<file path="src/rtl/vco_band_cal_if.sv">
`default_nettype none
// ============================================================================
// vco_band_cal_if : control/status bundle of the VCO coarse-band calibrator
// Revision 1.0
// ============================================================================
interface vco_band_cal_if;
   logic        start;
   logic [5:0]  cfs_in;
   logic [7:0]  n_int;
   logic [4:0]  alpha;
   logic        ref_tick;
   logic        fb_tick;
   logic [5:0]  band;
   logic        busy;
   logic        done;
   logic        fail;
   logic [12:0] meas_cnt;
   logic [13:0] err;

   modport master (
      output start, cfs_in, n_int, alpha, ref_tick, fb_tick,
      input  band, busy, done, fail, meas_cnt, err
   );

   modport slave (
      input  start, cfs_in, n_int, alpha, ref_tick, fb_tick,
      output band, busy, done, fail, meas_cnt, err
   );
endinterface
`default_nettype wire

</file>
<file path="src/rtl/vco_band_cal.sv">
`default_nettype none
// ============================================================================
// vco_band_cal : settle/measure/step search for the VCO coarse capacitor band
// Revision 1.0
// ============================================================================
module vco_band_cal #(
   parameter int SETTLE_CYC = 64,
   parameter int TOL        = 2,
   parameter int MAX_ITER   = 8
) (
   input  logic           clk,
   input  logic           rst_n,
   vco_band_cal_if.slave  cal_if
);

   localparam int WIN_REF = 256;
   localparam int SW      = $clog2(SETTLE_CYC + 1);
   localparam int RW      = $clog2(WIN_REF + 1);
   localparam int IW      = $clog2(MAX_ITER + 1);

   localparam logic [13:0] TOL_V    = 14'(TOL);
   localparam logic [12:0] FB_MAX   = 13'h1FFF;
   localparam logic [SW-1:0] SET_LAST = SW'(SETTLE_CYC - 1);
   localparam logic [RW-1:0] WIN_LAST = RW'(WIN_REF - 1);
   localparam logic [IW-1:0] ITER_LIM = IW'(MAX_ITER);

   localparam logic [2:0] S_IDLE    = 3'd0;
   localparam logic [2:0] S_LOAD    = 3'd1;
   localparam logic [2:0] S_SETTLE  = 3'd2;
   localparam logic [2:0] S_MEASURE = 3'd3;
   localparam logic [2:0] S_DECIDE  = 3'd4;
   localparam logic [2:0] S_DONE    = 3'd5;
   localparam logic [2:0] S_FAIL    = 3'd6;

   logic [2:0]         state_q,    state_d;
   logic [5:0]         band_q,     band_d;
   logic               busy_q,     busy_d;
   logic               done_q,     done_d;
   logic               fail_q,     fail_d;
   logic [12:0]        meas_q,     meas_d;
   logic [13:0]        err_q,      err_d;
   logic [13:0]        target_q,   target_d;
   logic [SW-1:0]      settle_q,   settle_d;
   logic [RW-1:0]      ref_q,      ref_d;
   logic [12:0]        fb_q,       fb_d;
   logic [IW-1:0]      iter_q,     iter_d;
   logic [13:0]        prev_err_q, prev_err_d;
   logic               prev_up_q,  prev_up_d;
   logic               have_prev_q, have_prev_d;

   logic signed [14:0] w_err_wide;
   logic [13:0]        w_err;
   logic [13:0]        w_abs_err;
   logic [13:0]        w_abs_prev;
   logic               w_up;
   logic [5:0]         w_step_band;
   logic               w_at_edge;

   // Only a saturated count against a negative target can exceed +8191; clamp it.
   assign w_err_wide = $signed({2'b00, fb_q}) - $signed({target_q[13], target_q});
   assign w_err      = (!w_err_wide[14] && w_err_wide[13]) ? 14'h1FFF : w_err_wide[13:0];
   assign w_abs_err  = w_err[13] ? (14'd0 - w_err) : w_err;
   assign w_abs_prev = prev_err_q[13] ? (14'd0 - prev_err_q) : prev_err_q;
   assign w_up        = w_err[13];
   assign w_step_band = w_up ? (band_q + 6'd1) : (band_q - 6'd1);
   assign w_at_edge   = w_up ? (band_q == 6'd63) : (band_q == 6'd0);

   always_comb begin
      state_d     = state_q;
      band_d      = band_q;
      busy_d      = busy_q;
      done_d      = done_q;
      fail_d      = fail_q;
      meas_d      = meas_q;
      err_d       = err_q;
      target_d    = target_q;
      settle_d    = settle_q;
      ref_d       = ref_q;
      fb_d        = fb_q;
      iter_d      = iter_q;
      prev_err_d  = prev_err_q;
      prev_up_d   = prev_up_q;
      have_prev_d = have_prev_q;

      case (state_q)
         S_IDLE: begin
            if (cal_if.start) begin
               band_d      = cal_if.cfs_in;
               target_d    = {2'b00, cal_if.n_int, 4'b0000}
                           + {{9{cal_if.alpha[4]}}, cal_if.alpha};
               iter_d      = '0;
               done_d      = 1'b0;
               fail_d      = 1'b0;
               busy_d      = 1'b1;
               have_prev_d = 1'b0;
               state_d     = S_LOAD;
            end
         end
         S_LOAD: begin
            settle_d = '0;
            ref_d    = '0;
            fb_d     = '0;
            state_d  = S_SETTLE;
         end
         S_SETTLE: begin
            if (cal_if.ref_tick) begin
               if (settle_q == SET_LAST) begin
                  state_d = S_MEASURE;
               end else begin
                  settle_d = settle_q + 1'b1;
               end
            end
         end
         S_MEASURE: begin
            // A fb tick coinciding with the closing ref tick still lands in fb_q.
            if (cal_if.fb_tick && (fb_q != FB_MAX)) begin
               fb_d = fb_q + 13'd1;
            end
            if (cal_if.ref_tick) begin
               if (ref_q == WIN_LAST) begin
                  state_d = S_DECIDE;
               end else begin
                  ref_d = ref_q + 1'b1;
               end
            end
         end
         S_DECIDE: begin
            meas_d = fb_q;
            err_d  = w_err;
            if (w_abs_err <= TOL_V) begin
               state_d = S_DONE;
            end else if (have_prev_q && (w_up != prev_up_q)) begin
               // Reversal: stepping back lands on the earlier band, which wins ties.
               if (w_abs_prev <= w_abs_err) begin
                  band_d = w_step_band;
               end
               state_d = S_DONE;
            end else if (w_at_edge || (iter_q == ITER_LIM)) begin
               state_d = S_FAIL;
            end else begin
               band_d      = w_step_band;
               iter_d      = iter_q + 1'b1;
               prev_err_d  = w_err;
               prev_up_d   = w_up;
               have_prev_d = 1'b1;
               state_d     = S_LOAD;
            end
         end
         S_DONE: begin
            busy_d  = 1'b0;
            done_d  = 1'b1;
            state_d = S_IDLE;
         end
         S_FAIL: begin
            busy_d  = 1'b0;
            fail_d  = 1'b1;
            state_d = S_IDLE;
         end
         default: begin
            busy_d  = 1'b0;
            state_d = S_IDLE;
         end
      endcase
   end

   always_ff @(posedge clk or negedge rst_n) begin
      if (!rst_n) begin
         state_q     <= S_IDLE;
         band_q      <= '0;
         busy_q      <= 1'b0;
         done_q      <= 1'b0;
         fail_q      <= 1'b0;
         meas_q      <= '0;
         err_q       <= '0;
         target_q    <= '0;
         settle_q    <= '0;
         ref_q       <= '0;
         fb_q        <= '0;
         iter_q      <= '0;
         prev_err_q  <= '0;
         prev_up_q   <= 1'b0;
         have_prev_q <= 1'b0;
      end else begin
         state_q     <= state_d;
         band_q      <= band_d;
         busy_q      <= busy_d;
         done_q      <= done_d;
         fail_q      <= fail_d;
         meas_q      <= meas_d;
         err_q       <= err_d;
         target_q    <= target_d;
         settle_q    <= settle_d;
         ref_q       <= ref_d;
         fb_q        <= fb_d;
         iter_q      <= iter_d;
         prev_err_q  <= prev_err_d;
         prev_up_q   <= prev_up_d;
         have_prev_q <= have_prev_d;
      end
   end

   assign cal_if.band     = band_q;
   assign cal_if.busy     = busy_q;
   assign cal_if.done     = done_q;
   assign cal_if.fail     = fail_q;
   assign cal_if.meas_cnt = meas_q;
   assign cal_if.err      = err_q;

endmodule
`default_nettype wire

</file>
<file path="src/flat_wrapper.sv">
// flat-port wrapper written by rule: the top's interface ports become plain ports
module vco_band_cal_flat 
#(
   parameter int SETTLE_CYC = 64,
   parameter int TOL        = 2,
   parameter int MAX_ITER   = 8
)
  (clk, rst_n, cal_if_start, cal_if_cfs_in, cal_if_n_int, cal_if_alpha, cal_if_ref_tick, cal_if_fb_tick, cal_if_band, cal_if_busy, cal_if_done, cal_if_fail, cal_if_meas_cnt, cal_if_err);
  vco_band_cal_if cal_if_i ();
  input  logic clk;
  input  logic rst_n;
  input wire logic [$bits(cal_if_i.start)-1:0] cal_if_start;
  input wire logic [$bits(cal_if_i.cfs_in)-1:0] cal_if_cfs_in;
  input wire logic [$bits(cal_if_i.n_int)-1:0] cal_if_n_int;
  input wire logic [$bits(cal_if_i.alpha)-1:0] cal_if_alpha;
  input wire logic [$bits(cal_if_i.ref_tick)-1:0] cal_if_ref_tick;
  input wire logic [$bits(cal_if_i.fb_tick)-1:0] cal_if_fb_tick;
  output wire logic [$bits(cal_if_i.band)-1:0] cal_if_band;
  output wire logic [$bits(cal_if_i.busy)-1:0] cal_if_busy;
  output wire logic [$bits(cal_if_i.done)-1:0] cal_if_done;
  output wire logic [$bits(cal_if_i.fail)-1:0] cal_if_fail;
  output wire logic [$bits(cal_if_i.meas_cnt)-1:0] cal_if_meas_cnt;
  output wire logic [$bits(cal_if_i.err)-1:0] cal_if_err;
  assign cal_if_i.start = cal_if_start;
  assign cal_if_i.cfs_in = cal_if_cfs_in;
  assign cal_if_i.n_int = cal_if_n_int;
  assign cal_if_i.alpha = cal_if_alpha;
  assign cal_if_i.ref_tick = cal_if_ref_tick;
  assign cal_if_i.fb_tick = cal_if_fb_tick;
  assign cal_if_band = cal_if_i.band;
  assign cal_if_busy = cal_if_i.busy;
  assign cal_if_done = cal_if_i.done;
  assign cal_if_fail = cal_if_i.fail;
  assign cal_if_meas_cnt = cal_if_i.meas_cnt;
  assign cal_if_err = cal_if_i.err;
  vco_band_cal #(.SETTLE_CYC(SETTLE_CYC), .TOL(TOL), .MAX_ITER(MAX_ITER)) u_core (.clk(clk), .rst_n(rst_n), .cal_if(cal_if_i));
endmodule
</file>
<file path="config.mk">
export PLATFORM = sky130hd
export DESIGN_NAME = vco_band_cal_flat
export DESIGN_NICKNAME = d
export VERILOG_FILES = /design/src/rtl/vco_band_cal_if.sv /design/src/rtl/vco_band_cal.sv /design/src/flat_wrapper.sv
export SDC_FILE = /design/constraint.sdc
export NUM_CORES = 1
export LEC_CHECK = 0
export ABC_CLOCK_PERIOD_IN_PS = 7500
export BUFFER_PORTS_ARGS = -buffer_cell sky130_fd_sc_hd__buf_2
export CORE_MARGIN = 2
export CORE_UTILIZATION = 33
export DETAILED_ROUTE_END_ITERATION = 12
export PLACE_DENSITY = 0.59
export SLEW_MARGIN = 10
export SYNTH_ARGS = -nofsm -noshare
export SYNTH_HDL_FRONTEND = slang
export SYNTH_SLANG_ARGS = --single-unit
</file>
<file path="constraint.sdc">
create_clock -name clk -period 7.5 [get_ports clk]
set_clock_uncertainty 0.1 [all_clocks]
set_input_delay 1.125 -clock clk [delete_from_list [all_inputs] [get_ports clk]]
set_output_delay 1.125 -clock clk [all_outputs]
set_load 0.01 [all_outputs]
</file>
Yosys cells after proc, flatten, opt, wreduce, memory -nomap -nowiden
Index checks and enable logic that the tools add are counted.

Add/sub/neg operators: 10. Magnitude comparators: 2. Equal/unequal tests: 25. Mux-type cells: 42. Bitwise gates (word level): 4. Reductions and logical operators: 24.

Operator list (number): $mux W14 (3); $mux W6 (6); $sub A1 B14 Y14 const A (2); $pmux W13 S2 (1); $mux W3 (8); $mux W9 (2); $pmux W9 S2 (1); $mux W4 (4); $ne A2 B2 Y1 const B (8); $pmux W3 S5 (1); $reduce_and A5 Y1 (3); $sub A14 B14 Y15 (1); $add A13 B5 Y14 (1); $le A14 B14 Y1 (1); $le A14 B2 Y1 const B (1); $mux W7 (2); $pmux W7 S2 (1); $add A13 B1 Y13 const B (1); $mux W13 (1); $ne A13 B13 Y1 const B (1); $pmux W6 S2 (1); $reduce_and A2 Y1 (5); $reduce_bool A2 Y1 (5); $add A9 B1 Y9 const B (1); 27 further kinds (46).

Register bits: 102. Input bits: 24. Output and inout port bits: 36. Logic and storage cells: 122.

Longest topological paths before layout
Word-level depth: 11. Gate-level depth with buffers: 29. Mapped depth without buffers: 27.

Worst setup path before layout
No wires, ideal clock.

Kind: register -> register. From: register u_core.fb_q[11]. To: register u_core.band_q[0], in the netlist u_core.cal_if.band[0]. Library setup time: 0.125 ns. Data arrival time: 5.272 ns. Data required time: 7.275 ns. Setup slack: 2.003 ns. Cell stages (with the launch flop): 25. Path buffers: 3. Period minus slack after synthesis: 5.497 ns. Cell sequence: dfrtp_1 -> ha_1 -> buf_2 -> a21o_1 -> a31o_1 -> a221o_1 -> o21ai_1 -> and2_1 -> buf_2 -> nor2_1 -> nor2_1 -> ha_1 -> nand2_1 -> a2111oi_4 -> nand4_2 -> or3_1 -> a22o_2 -> ha_1 -> nand4_1 -> o41ai_1 -> o21ai_0 -> o41ai_1 -> o211a_1 -> buf_6 -> mux2_4.

Cells in the longest elaborated chain, start to end: 9. Elaborated cells on any way between the ends: 22. Those cells by class: add/sub (2); order compare (2); eq/ne (4); mux (9); reduce/logical (5).

Ends and longest elaborated chain: from (decl) (line vco_band_cal.sv:45) `logic [12:0] fb_q, fb_d;`; from (signal assigned) (line vco_band_cal.sv:178) `fb_q <= '0;`; from (signal assigned) (line vco_band_cal.sv:194) `fb_q <= fb_d;`; $sub A14 B14 Y15 * (line vco_band_cal.sv:60) `assign w_err_wide = $signed({2'b00, fb_q}) - $signed({target_q[13], target_q});`; $logic_not A1 Y1 (line vco_band_cal.sv:61) `assign w_err = (!w_err_wide[14] && w_err_wide[13]) ? 14'h1FFF : w_err_wide[13:0];`; $logic_and A1 B1 Y1 (line vco_band_cal.sv:61); $mux W14 * (line vco_band_cal.sv:61); $sub A1 B14 Y14 (tied with other cells) (line vco_band_cal.sv:62) `assign w_abs_err = w_err[13] ? (14'd0 - w_err) : w_err;`; $mux W14 (tied with other cells) (line vco_band_cal.sv:62); $le A14 B14 Y1 (tied with other cells) (line vco_band_cal.sv:134) `if (w_abs_prev <= w_abs_err) begin`; $ne A3 B3 Y1 (no line) (tied with other cells); $reduce_and A5 Y1 (no line) / $pmux W6 S2 (equally long branches); to (signal assigned) (line vco_band_cal.sv:185) `band_q <= band_d;`; to (decl) (line vco_band_cal.sv:36) `logic [5:0] band_q, band_d;`.

Every way passes the cells marked *; elsewhere a longest branch is shown, timed or not. The select of a mux whose other input is x is not followed. A chain may end at the register's enable or synchronous reset.

Worst setup path in the final report
From: register u_core.fb_q[6]. To: register u_core.band_q[0], in the netlist u_core.cal_if.band[0].

Cells in the longest elaborated chain, start to end: 9. Elaborated cells on any way between the ends: 22. Those cells by class: add/sub (2); order compare (2); eq/ne (4); mux (9); reduce/logical (5).

Ends and longest elaborated chain: $sub A14 B14 Y15 * (line vco_band_cal.sv:60); $logic_not A1 Y1 (line vco_band_cal.sv:61); $logic_and A1 B1 Y1 (line vco_band_cal.sv:61); $mux W14 * (line vco_band_cal.sv:61); $sub A1 B14 Y14 (line vco_band_cal.sv:62); $mux W14 * (line vco_band_cal.sv:62); named net u_core.w_abs_err[0] (line vco_band_cal.sv:53) `logic [13:0] w_abs_err;`; $le A14 B14 Y1 / $le A14 B2 Y1 (equally long branches) (line vco_band_cal.sv:134, vco_band_cal.sv:130); $ne A3 B3 Y1 (no line) / $ne A2 B2 Y1 (equally long branches); $reduce_and A5 Y1 (no line) *.

Mark *: on every way through the listed nets, which the timed path passes. The rest lies on a longest branch. The select of a mux whose other input is x is not followed.

==> impl_results.md <==
* Status: completed
* Slew Limit Headroom at 26.4%
* Final Max Tran Viols at 0
* Clk slew on worst S/H paths at 0.07 ns
* CP Data Required Time at 7.65 ns
* CORE AREA at 20300 um^2
* Hold Vio Cnt, Final at 0
* Comb power frac at 55.0%
* Fin crit period at 6.45 ns
* Chip Height at 148 um
* Die Wd at 148 um
* Post_cts resized at 0
* Net switching power at 1.22 mW
* Setup Fix Bufs, Post-CTS at 0
* Ys async rst share at 100%
* Crit-path slowest cell: a2111oi_4
* CTS Buffer Depth at 2
* Power Density at 344 nW/um^2
* Synthesized Nets at 867
* Crit path capture type: register
* Startpoint types: register
* Worst stage delay on the critical path at 0.55 ns
* Part of the Yosys area used for sequential elements at 36.8%
* Most frequent cells in the layout: nand2_1 (113), dfrtp_1 (101), nor2_1 (70)
* Yosys reg bits at 101
* Residual DRC at 0
* Placed Cells incl. Taps at 1097
* Rows at 52
* Synthesized cell area at 6870 um^2
* Critical path's top delay family: compound AO/OA/AOI/OAI gates
* Post-Route WL at 17000 um
* Area growth from synthesis to layout at 11.7%
* CP Cell Sequence: ha_1 -> a21oi_1 -> o21ai_1 -> a221o_1 -> o21ai_1 -> nand2_1 -> nand2_1 -> nand2_1 -> inv_1 -> ha_1 -> nand2_1 -> a2111oi_4 -> nand4_2 -> or3_1 -> a22o_2 -> ha_1 -> nand4_1 -> o41ai_1 -> o21ai_0 -> o41ai_1 -> o211a_1 -> mux2_4
* CTS sink cnt at 101
* Largest fanout on the critical path at 12
* First-pass GRT wire length at 28700 um
* DRT antenna net count at 0
* Largest cells by area after synthesis: dfrtp_1 (37%), ha_1 (8.7%), nand2_1 (6.2%), o21ai_0 (4.7%), nor2_1 (3.8%)
* Critical Path Most Common Cell: nand2_1
* I/O Buffers at 59
* Switching Fraction at 46.2%
* Post-synth EDFFs at 0
* Vias in the first global route at 5531
* CP bufs+invs at 1
* Syn Inst Count at 792
* CTS tree: yes
* Final Setup Violations at 0
* Worst Max-Slew Pin Slew at 1.10 ns
* Max Cap Violations at 0
* Fin Hold WS at 0.372 ns
* Starting Density at 33.8%
* ANT cells at 0
* Crit path kind: register to register
* Most common cell after layout, fill and taps aside: nand2_1
* Total number of vias at 5792
* Synth Warn # at 0
* Leak Pwr at 3.71 nW
* Layout cells sized above 1 at 13.9%
* Reg power frac at 28.0%
* GRT Overall Usage at 16.1%
* HPWL after detailed placement at 12900 um
* Setup TNS Final at 0 ns
* DRT iter0 DRCs at 377
* Internal power at 1.42 mW
* H-tree levels at 3
* DR WL/cell at 15.3 um
* Cts hold-fix bufs at 0
* Post-synth top area share at 36.8%
* Nets at 913
* Clock power share at 17.0%
* Largest net degree at the start of global routing at 66
* Final period util at 86.0%
* Non-Filler Instances at 1113
* Vias/cell at 5.20
* Initial antenna violation count at 0
* CP Data Arrival Time at 6.59 ns
* Root Driver: clkbuf_16
* Gpl congestion at 0.879
* Total CTS buffers at 9
* RSZ-0062 raised after global routing: false
* Die ar. at 22000 um^2
* Clk Latency, worst-skew pair at 0.36 ns
* VDD IR max at 0.000184 V
* Boundary Pins at 60
* First-pass DRT Iterations at 5
* Avg Synthesized Cell Area at 8.67 um^2
* Top_reg_cell synth: dfrtp_1
* Overflow after GRT at 0
* Synth cell types at 76
* HP Class: register to register
* Area leader, netlist: dfrtp_1
* Peak Freq at 0.155 GHz
-- metrics by stage --
| stage | cell area (um^2) | util (%) | total power, mW | worst slack, ns |
|---|---|---|---|---|
| CTS | 7670 | 37.8 | 2.63 | 1.09 |
| floorplan | 6870 | - | 1.84 | 2.00 |
| detailed placement | 7400 | 36.4 | 2.17 | 1.12 |
| global placement | 7400 | 36.4 | 2.17 | 1.18 |
| finish | 7670 | 37.8 | 2.64 | 1.05 |
| global route | 7670 | 37.8 | 2.86 | 0.548 |
-- registers in the layout (all words and copies together), names as in the netlist, 3 cells and up --
signal,flops
u_core.cal_if.band,6
u_core.cal_if.err,14
u_core.cal_if.meas_cnt,13
u_core.fb_q,13
u_core.iter_q,4
u_core.prev_err_q,14
u_core.ref_q,9
u_core.settle_q,7
u_core.state_q,3
u_core.target_q,14
-- cells by family (layout without fill, tap and decap cells) --
group                      Yosys count  in the layout  synth area share (%)
adders and majority gates           51             51                  9.62
DFF                                101            101                  36.8
AOI/OAI and AO/OA                  214            214                  20.5
muxes                               13             13                  2.28
buffers and inverters               67            118                  4.23
xor gates and xnor gates            48             48                  6.12
and+or+nand+nor                    298            298                  20.5
-- final cells by class --
type                    count  area [um^2]
clock inverters             5         35.0
inverters                  39          146
fillers                  2100        12600
repair buffers             63          328
multi-input cells         624         4060
well taps                 270          338
flip-flops and latches    101         2530
clock buffers              11          243
-- Yosys cell counts, types with 6 or more instances --
library cell	n
o21ai_0	65
nor2b_1	7
a31oi_1	12
or2_2	8
inv_1	38
o31ai_1	8
nand3_1	25
xnor2_1	28
ha_1	48
nand4_1	14
clkbuf_1	19
nand2_1	113
a21oi_1	47
or3_1	11
a21o_1	19
xor2_1	20
mux2_2	9
nor3_1	17
nor2_1	70
dfrtp_1	101
o21ai_1	6
nand2b_1	6
-- routing by layer --
| layer | part of all wire (%) | global-route usage [%] |
|---|---|---|
| met5 | 0 | 0 |
| met2 | 42 | 24.5 |
| met1 | 52 | 23.6 |
| met4 | 1.3 | 4.62 |
| met3 | 4.5 | 2.55 |
-- power by group through the flow --
| stage | Sequential (mW) | Clock, mW | Combinational (mW) |
|---|---|---|---|
| floorplan | 0.716 | 0 | 1.12 |
| detailed placement | 0.750 | 0 | 1.42 |
| global route | 0.758 | 0.480 | 1.62 |
| global placement | 0.745 | 0 | 1.42 |
| CTS | 0.739 | 0.461 | 1.43 |
| finish | 0.739 | 0.449 | 1.45 |
-- final timing paths --
check	cells after the start	to	slack (ns)	start
max reg2reg	22	u_core.cal_if.band[0]$_DFFE_PN0P_	1.05	u_core.fb_q[6]$_DFFE_PN0P_
min	2	u_core.cal_if.meas_cnt[5]$_DFFE_PN0P_	0.37	u_core.cal_if.meas_cnt[5]$_DFFE_PN0P_
min in group asynchronous	1	u_core.settle_q[5]$_DFFE_PN0P_	0.61	rst_n
max in group asynchronous	2	u_core.prev_err_q[11]$_DFFE_PN0P_	5.47	rst_n
min reg2reg	2	u_core.cal_if.meas_cnt[5]$_DFFE_PN0P_	0.37	u_core.cal_if.meas_cnt[5]$_DFFE_PN0P_
max	22	u_core.cal_if.band[0]$_DFFE_PN0P_	1.05	u_core.fb_q[6]$_DFFE_PN0P_
-- worst min-delay path: cells and delay by family, from the launching register on --
kind | cells | cell delay, ns
simple gates | 2 | 0.10
flops | 1 | 0.34
Power figures use the tool's default switching activity.
